File: src/rtl/fifo_pkg.sv
// Shared FIFO pointer helpers: Gray/binary conversion and the default address width.
// Used by both the write-side (fifo_wptr_full) and read-side (fifo_rptr_empty) pointer blocks.
package fifo_pkg;

  localparam int ADDRSIZE_DEFAULT = 4;
  localparam int PTR_MAX_W        = 32;

  typedef logic [PTR_MAX_W-1:0] ptr_word_t;

  function automatic ptr_word_t bin2gray(input ptr_word_t bin);
    return (bin >> 1) ^ bin;
  endfunction

  // Prefix-XOR from the MSB down, built with log2 doubling shifts.
  function automatic ptr_word_t gray2bin(input ptr_word_t gray);
    ptr_word_t bin;
    bin = gray;
    for (int shift = 1; shift < PTR_MAX_W; shift = shift * 2) begin
      bin = bin ^ (bin >> shift);
    end
    return bin;
  endfunction

endpackage

File: src/rtl/fifo_sync_ptr.sv
// Multi-flop synchronizer for a Gray-coded pointer crossing into the clk domain.
// Generic in width and depth so it serves both the read-to-write and write-to-read directions.
module fifo_sync_ptr #(
  parameter int WIDTH       = 5,
  parameter int SYNC_STAGES = 2
) (
  input  logic             clk,
  input  logic             rst_n,
  input  logic [WIDTH-1:0] d,
  output logic [WIDTH-1:0] q
);

  logic [WIDTH-1:0] sync_q [SYNC_STAGES];
  logic [WIDTH-1:0] sync_d [SYNC_STAGES];

  always_comb begin
    sync_d[0] = d;
    for (int i = 1; i < SYNC_STAGES; i++) begin
      sync_d[i] = sync_q[i-1];
    end
  end

  // NOTE: every stage is reset, not just the output; a stale pointer left in an
  // inner stage would surface as a bogus level a few cycles after reset release.
  always_ff @(posedge clk or negedge rst_n) begin
    if (!rst_n) begin
      sync_q <= '{default: '0};
    end else begin
      sync_q <= sync_d;
    end
  end

  assign q = sync_q[SYNC_STAGES-1];

endmodule

File: src/rtl/fifo_wptr_full.sv
// Write-side pointer and status logic of an async FIFO: Gray write pointer,
// full / almost-full / fill level against the synchronized read pointer, sticky overflow.
module fifo_wptr_full
  import fifo_pkg::*;
#(
  parameter int ADDRSIZE    = ADDRSIZE_DEFAULT,
  parameter int SYNC_STAGES = 2
) (
  input  logic                wclk,
  input  logic                wrst_n,
  input  logic                winc,
  input  logic [ADDRSIZE:0]   rptr,
  input  logic                wovf_clr,
  output logic                wen,
  output logic [ADDRSIZE-1:0] waddr,
  output logic [ADDRSIZE:0]   wptr,
  output logic                wfull,
  output logic                awfull,
  output logic [ADDRSIZE:0]   wlevel,
  output logic                woverflow
);

  localparam int PW = ADDRSIZE + 1;

  logic [PW-1:0] wq2_rptr;
  logic [PW-1:0] wbin_q,   wbin_d;
  logic [PW-1:0] wptr_q,   wptr_d;
  logic [PW-1:0] wlevel_q, wlevel_d;
  logic          wfull_q,  wfull_d;
  logic          awfull_q, awfull_d;
  logic          wovf_q,   wovf_d;
  logic [PW-1:0] wbin_ahead;
  logic [PW-1:0] wgray_ahead;
  logic [PW-1:0] full_tgt;
  logic [PW-1:0] rbin;

  fifo_sync_ptr #(
    .WIDTH       (PW),
    .SYNC_STAGES (SYNC_STAGES)
  ) u_sync_rptr (
    .clk   (wclk),
    .rst_n (wrst_n),
    .d     (rptr),
    .q     (wq2_rptr)
  );

  assign wen = winc & ~wfull_q;

  // NOTE: every signal gets a value on every path through this block, so no latches are inferred.
  always_comb begin
    wbin_d      = wbin_q + PW'(wen);
    wptr_d      = PW'(bin2gray(PTR_MAX_W'(wbin_d)));
    wbin_ahead  = wbin_d + PW'(1);
    wgray_ahead = PW'(bin2gray(PTR_MAX_W'(wbin_ahead)));
    // Full when the write pointer is exactly one lap ahead: top two Gray bits inverted.
    full_tgt    = {~wq2_rptr[ADDRSIZE:ADDRSIZE-1], wq2_rptr[ADDRSIZE-2:0]};
    rbin        = PW'(gray2bin(PTR_MAX_W'(wq2_rptr)));
    wfull_d     = (wptr_d == full_tgt);
    awfull_d    = (wgray_ahead == full_tgt);
    wlevel_d    = wbin_d - rbin;
    // A set on the same edge as a clear wins.
    wovf_d      = (winc & wfull_q) | (wovf_q & ~wovf_clr);
  end

  // NOTE: state updates use non-blocking assignments so every flop samples pre-edge values.
  always_ff @(posedge wclk or negedge wrst_n) begin
    if (!wrst_n) begin
      wbin_q   <= '0;
      wptr_q   <= '0;
      wfull_q  <= 1'b0;
      awfull_q <= 1'b0;
      wlevel_q <= '0;
      wovf_q   <= 1'b0;
    end else begin
      wbin_q   <= wbin_d;
      wptr_q   <= wptr_d;
      wfull_q  <= wfull_d;
      awfull_q <= awfull_d;
      wlevel_q <= wlevel_d;
      wovf_q   <= wovf_d;
    end
  end

  assign waddr     = wbin_q[ADDRSIZE-1:0];
  assign wptr      = wptr_q;
  assign wfull     = wfull_q;
  assign awfull    = awfull_q;
  assign wlevel    = wlevel_q;
  assign woverflow = wovf_q;

endmodule

File: config.mk
export PLATFORM = sky130hd
export DESIGN_NAME = fifo_wptr_full
export DESIGN_NICKNAME = d
export VERILOG_FILES = /design/src/rtl/fifo_pkg.sv /design/src/rtl/fifo_sync_ptr.sv /design/src/rtl/fifo_wptr_full.sv
export SDC_FILE = /design/constraint.sdc
export NUM_CORES = 1
export LEC_CHECK = 0
export ABC_AREA = 1
export CAP_MARGIN = 40
export CORE_MARGIN = 2
export CORE_UTILIZATION = 40
export CTS_CLUSTER_DIAMETER = 40
export DETAILED_ROUTE_END_ITERATION = 10
export PLACE_DENSITY = 0.66
export SKIP_CTS_REPAIR_TIMING = 1
export SYNTH_ARGS = -nofsm -noshare
export SYNTH_HDL_FRONTEND = slang
export SYNTH_HIERARCHICAL = 1
export SYNTH_SLANG_ARGS = --single-unit
File: constraint.sdc
create_clock -name wclk -period 1.8 [get_ports wclk]
set_input_delay 0.36 -clock wclk [delete_from_list [all_inputs] [get_ports wclk]]
set_output_delay 0.36 -clock wclk [all_outputs]
set_load 0.02 [all_outputs]
Yosys cells after proc, flatten, opt, wreduce, memory -nomap -nowiden. Cells that the tools add are included.

Bitwise gates (word level): 14. Add/sub/neg operators: 3. Eq/ne operators: 2.

Operator list (count): 5-bit equality test (2); 4-bit by 5-bit XOR with 5-bit output (2); 5-bit by 1-bit XOR with 5-bit output, second input constant (2); 5-bit by 1-bit adder with 5-bit output (1); 5-bit by 1-bit adder with 5-bit output, second input constant (1); 5-bit subtractor (1); 5-bit by 1-bit XOR with 5-bit output (1); 5-bit by 3-bit XOR with 5-bit output (1); 5-bit by 4-bit XOR with 5-bit output (1); 1-bit AND (3); 1-bit inverter (2); 2-bit inverter (1); 1-bit bitwise OR (1).

Logic and storage cells: 27. Input port bits: 9. Register bits after elaboration: 28. Output and inout port bits: 18.

Logic depth before layout (Yosys ltp).
Depth in word-level cells: 6. Depth in mapped cells: 16. Gate-level depth less buffers: 16.

By module. Netlist, hierarchy kept.

By module, submodules not included: fifo_wptr_full (times used 1, cells an instance 185, area an instance 1291.2 um^2, seq. area each 425.4 um^2); fifo_sync_ptr (times used 1, cells an instance 10, area an instance 250.2 um^2, seq. area each 250.2 um^2).

Worst setup path after synthesis. OpenSTA, ideal clock, no wires.

Path type: reg-to-reg. From: reg wfull_q, in the netlist wfull. To: reg wfull_q, in the netlist wfull. Stages on the path, launching flop included: 11. Required time: 1.729 ns. Library setup time: 0.071 ns. Path buffers: 0. Period minus slack after synthesis: 2.366 ns. Arrival time: 2.295 ns. Setup slack: -0.566 ns. Cells stage by stage: dfrtp_1 > nor2_1 > ha_1 > nand3_1 > nand2_1 > nand2_1 > ha_1 > xor2_1 > nor3_1 > nand2_1 > nor2_1.

Longest elaborated chain between the ends: 5.

RTL lines: start: declaration (line fifo_wptr_full.sv:29) `logic wfull_q, wfull_d;`; start signal: assignment (line fifo_wptr_full.sv:77) `wfull_q <= wfull_d;`; 1-bit inverter (line fifo_wptr_full.sv:47) `assign wen = winc & ~wfull_q;`; 1-bit AND (line fifo_wptr_full.sv:47); via wen (line fifo_wptr_full.sv:14) `output logic wen,`; 5-bit by 1-bit adder with 5-bit output (line fifo_wptr_full.sv:51) `wbin_d = wbin_q + PW'(wen);`; via wbin_d[3] (line fifo_wptr_full.sv:26) `logic [PW-1:0] wbin_q, wbin_d;`; 4-bit by 5-bit XOR with 5-bit output (line fifo_pkg.sv:11) `return (bin >> 1) ^ bin;`; via wptr_d[2] (line fifo_wptr_full.sv:27) `logic [PW-1:0] wptr_q, wptr_d;`; 5-bit equality test (line fifo_wptr_full.sv:58) `wfull_d = (wptr_d == full_tgt);`; via wfull_d (line fifo_wptr_full.sv:29).

The timed path passes the listed nets, and every way through them passes these cells.

Worst setup path in the final report.
From: reg wfull_q, in the netlist wfull. To: reg wfull_q, in the netlist wfull.

Longest elaborated chain between the ends: 5.

RTL lines (line): 1-bit inverter (fifo_wptr_full.sv:47); 1-bit AND (fifo_wptr_full.sv:47); 5-bit by 1-bit adder with 5-bit output (fifo_wptr_full.sv:51); via wbin_d[4] (fifo_wptr_full.sv:26); 4-bit by 5-bit XOR with 5-bit output (fifo_pkg.sv:11); 5-bit equality test (fifo_wptr_full.sv:58); via wfull_d (fifo_wptr_full.sv:29).

The timed path passes the listed nets, and every way through them passes these cells.

==> impl.org <==
** Clock network
- Root Buffer :: sky130_fd_sc_hd__clkbuf_8
- CTS tree :: done
- After clock tree synthesis, the clock-pin slew on the worst setup and hold paths is 0.09 ns.
- Largest buffer count on any clock path :: 2
- Number of sinks driven by the clock tree :: 27
- In this run the number of H-tree levels came out at 1.
- CTS Buf Count :: 3
- Clock latency of the later-clocked register in the worst-skew pair :: 0.27 ns

** Routing
- In this run, the number of DRC markers left after iteration 0 of detailed routing was 39.
- In the final routed layout, each cell accounts on average for 11.0 um.
- Via density per instance :: 4.70
- Via Count :: 1401
- Routed met2 length :: 1.68 mm
- After detailed routing, no signal wire sits above met4.
- Detailed Route WL :: 3.27 mm
- First-pass iteration count of the detailed router :: 4
- Wire segments on met3 add up to 108 um in the final route.
- The detail route stage leaves a number of antenna-violating nets equal to 0.
- M1 wire length :: 1.42 mm
- DRC viols :: 0

** Worst setup path
- Data on the critical path is required at its endpoint by 2.01 ns.
- The worst setup path is of the flip-flop to flip-flop kind.
- Among the stages of the critical path, the cell type that occurs most often is sky130_fd_sc_hd__nand2_1.
- Launching element type of the critical path :: flip-flop
- For this run, the slowest stage of the critical path takes 0.44 ns.
- The worst register-to-register path begins at wfull$_DFF_PN0_.
- Data arrives at the worst endpoint at about 2.2 ns.
- Cells traversed along the worst timing path :: nor2_4 > ha_4 > ha_4 > buf_4 > nand3_1 > nand2_1 > nand2_2 > nand2_1 > nand2_2 > nor3_2 > nand2_1 > nor2_1
- Worst path depth :: 12
- Highest fanout seen on the critical path :: 5
- The kind of cell with the highest combined delay along the critical path is simple AND/OR/NAND/NOR gates.
- Crit-path slowest cell :: sky130_fd_sc_hd__dfrtp_2
- Bufs and invs on worst path :: 1
- First element of the critical path :: wfull$_DFF_PN0_
- The worst setup path is captured at a flip-flop.
- The worst register-to-register path has a depth of 12.
- In this run the register-to-register setup slack is -0.16 ns.

** Timing
- # setup viols final :: 5
- Unrepaired setup endpoints after global routing :: true
- The number of hold-slack violations in the final timing report came to 0.
- Final critical path time including I/O delays and setup :: about 2.0 ns
- Across all hold checks on the routed design, the worst slack comes to 0.352 ns.
- The final count of pins violating max slew was 0.
- Setup total negative slack on the finished layout was measured at -0.581 ns.
- Headroom to the max-slew limit :: 78.6%
- Tcrit/Tclk final :: 109%
- Worst setup skew after layout :: approximately 0.0050 ns
- At the pin with the least slew margin, the transition time is between 0.3 and 0.4 ns.
- In the post-route analysis, the smallest setup slack over all paths is -0.157 ns.
- Timing would allow up to 0.511 GHz.

** GRT
- Entering global routing, the biggest net connects 28 pins.
- Wire length of the first global-routing pass :: around 5.3 mm
- Sum of overflow across all layers after global routing :: 0
- Overall track demand over capacity in global routing :: 15.9%
- Number of global-route vias before repair :: 1286
- Antenna violations before repair :: 0

** Layout
- Fraction of final layout cells sized beyond drive strength 1 :: 30.8%
- Filler cells :: 328
- Registers take 678 sq um.
- Area of the multi-input gates :: 920 sq um
- For this run, the share of the core covered by cells in the final layout is around 62%.
- The repair_antennas step left the layout with diodes totalling 0.
- Total Nets Final :: between 200 and 300
- Once layout is done, the placed cells without fillers occupy approximately 2300 sq um.
- The area growth from synthesis to layout is 49.4%.

** Synthesis
- Summing every instance area after synthesis gives between 1500 and 2000 sq um.
- During synthesis, Yosys emitted a total of 6 warnings.
- Unique cell type count in the Yosys netlist :: 21
- Sequential fraction of the synthesis area :: 43.8%
- The number of nets handed over by synthesis was 212.
- Counting flops and latches in the post-synthesis netlist gives 27.
- Averaged over all synthesized cells, the footprint is about 7.9 sq um.
- Post-synthesis cell count :: 195

** Power
- Pwr per Cell Area :: 1990 nW/um^2
- Across the VDD grid, the largest voltage drop is 0.995 mV.
- Leakage power figure :: 0.00117 uW

** Floorplan
- For this configuration, the core starts out at a cell density of 41.8%.
- Site row count :: 22
- The die is ~66 um tall.
- Horiz. Die Dim :: roughly 66 um
- The die covers 4370 sq um.
- During I/O placement, the number of pins put on the boundary was 27.
- Total core area :: 3690 sq um

** Run status
- Run status :: finished, violations left
- Violated checks :: setup timing

** Job
- The tool flagged a number of max-cap violations equal to 0.

** Place
- The wire-length estimate of the detail-placed layout is 2.44 mm.
- Final weighted congestion in routability-driven placement :: approximately 0.8
- The count of buffers added on input and output ports is 26.
- Total cell area at the placement stage :: 2150 sq um

** Worst hold path
- Worst min path class :: flip-flop to flip-flop
- Number of cells traversed by the worst hold path :: 0
- The startpoint identified for the worst hold timing path is u_sync_rptr/sync_d[2]$_DFF_PN0_.
-- kinds of logic (layout without fill, tap and decap cells) --
group                      after synthesis  count (layout)  share of synthesized area (%)
DFF                                     27              27                           43.8
and+or+nand+nor                        116             116                           33.0
AOI/OAI and AO/OA                        2               2                          0.649
adders and majority gates                8               8                           6.49
buffers and inverters                   31              86                           8.12
xor gates and xnor gates                11              11                           7.96
-- flip-flops by register name, indices dropped and copies added (netlist names) --
name and cells:
u_sync_rptr/sync_d 5, wfull 1, wlevel 5, wbin_q 5
woverflow 1, awfull 1, u_sync_rptr/q 5, wptr 4
-- routing by layer --
metal  track usage (%)  up-vias
li1                  -      721
met1              19.6      649
met2              27.0       26
met3              2.21        5
met4              7.65        0
met5                 0        -
-- Yosys cell counts, drive strengths merged --
| master | n | share of area (%) |
|---|---|---|
| buf | 2 | 0.97 |
| nand4 | 6 | 2.4 |
| nand3 | 25 | 8.4 |
| xor2 | 8 | 4.5 |
| nor3 | 1 | 0.32 |
| o21ai | 1 | 0.32 |
| nor2 | 7 | 1.9 |
| inv | 28 | 6.8 |
| ha | 8 | 6.5 |
| xnor2 | 3 | 3.4 |
| clkbuf | 1 | 0.32 |
| dfrtp | 27 | 44 |
| a21oi | 1 | 0.32 |
| nand2 | 77 | 20 |
-- where the power goes --
group          switching, uW  total [uW]  internal, uW  leakage (uW)
Sequential               144         966           822      0.000321
Clock                    175         334           159     0.0000228
Combinational           1690        3290          1600      0.000828
Total                   2010        4590          2580       0.00117
-- per-stage QoR --
| step | power (uW) | cells | setup slack [ns] |
|---|---|---|---|
| after floorplan | 2880 | 195 | -0.0998 |
| after global placement | 3920 | 290 | -0.576 |
| after detailed placement | 3940 | 290 | -0.600 |
| after CTS | 4310 | 294 | -0.335 |
| after global routing | 4990 | 298 | -0.283 |
| final | 4590 | 298 | -0.157 |
-- final cells by class --
| cell class | count | area share (%) |
|---|---|---|
| Timing Repair Buffer | 54 | 21.4 |
| Inverter | 28 | 4.67 |
| Multi-Input combinational cell | 137 | 39.9 |
| Sequential cell | 27 | 29.4 |
| Clock buffer | 4 | 1.96 |
| Tap cell | 48 | 2.61 |
-- worst register-to-register path: stages, from the launching register on --
cell                      delay [ns]
sky130_fd_sc_hd__dfrtp_2        0.44
sky130_fd_sc_hd__nor2_4         0.18
sky130_fd_sc_hd__ha_4           0.16
sky130_fd_sc_hd__ha_4           0.17
sky130_fd_sc_hd__buf_4          0.12
sky130_fd_sc_hd__nand3_1        0.11
sky130_fd_sc_hd__nand2_1        0.10
sky130_fd_sc_hd__nand2_2        0.09
sky130_fd_sc_hd__nand2_1        0.11
sky130_fd_sc_hd__nand2_2        0.08
sky130_fd_sc_hd__nor3_2         0.17
sky130_fd_sc_hd__nand2_1        0.08
sky130_fd_sc_hd__nor2_1         0.08
-- final timing paths --
path,to
worst max-delay path,wfull$_DFF_PN0_
worst min-delay path,u_sync_rptr/q[2]$_DFF_PN0_
worst max register to register,wfull$_DFF_PN0_
worst min register to register,u_sync_rptr/q[2]$_DFF_PN0_
max in group asynchronous,wfull$_DFF_PN0_
min in group asynchronous,wptr[2]$_DFF_PN0_
-- layout by cell type (no fill, tap or decap), types with 2 or more instances in the layout --
cell type,count
sky130_fd_sc_hd__clkdlybuf4s50_1,23
sky130_fd_sc_hd__inv_1,19
sky130_fd_sc_hd__nand3_2,3
sky130_fd_sc_hd__nand2_2,11
sky130_fd_sc_hd__nor2_1,3
sky130_fd_sc_hd__inv_2,8
sky130_fd_sc_hd__nand2_4,4
sky130_fd_sc_hd__clkbuf_8,3
sky130_fd_sc_hd__nand2_1,62
sky130_fd_sc_hd__dfrtp_1,25
sky130_fd_sc_hd__dfrtp_2,2
sky130_fd_sc_hd__xor2_1,7
sky130_fd_sc_hd__nor2_4,3
sky130_fd_sc_hd__buf_6,4
sky130_fd_sc_hd__nand3_1,21
sky130_fd_sc_hd__nand4_1,6
sky130_fd_sc_hd__dlymetal6s2s_1,3
sky130_fd_sc_hd__buf_4,24
sky130_fd_sc_hd__ha_4,6
Note: power is estimated with default switching activity, not from simulation.
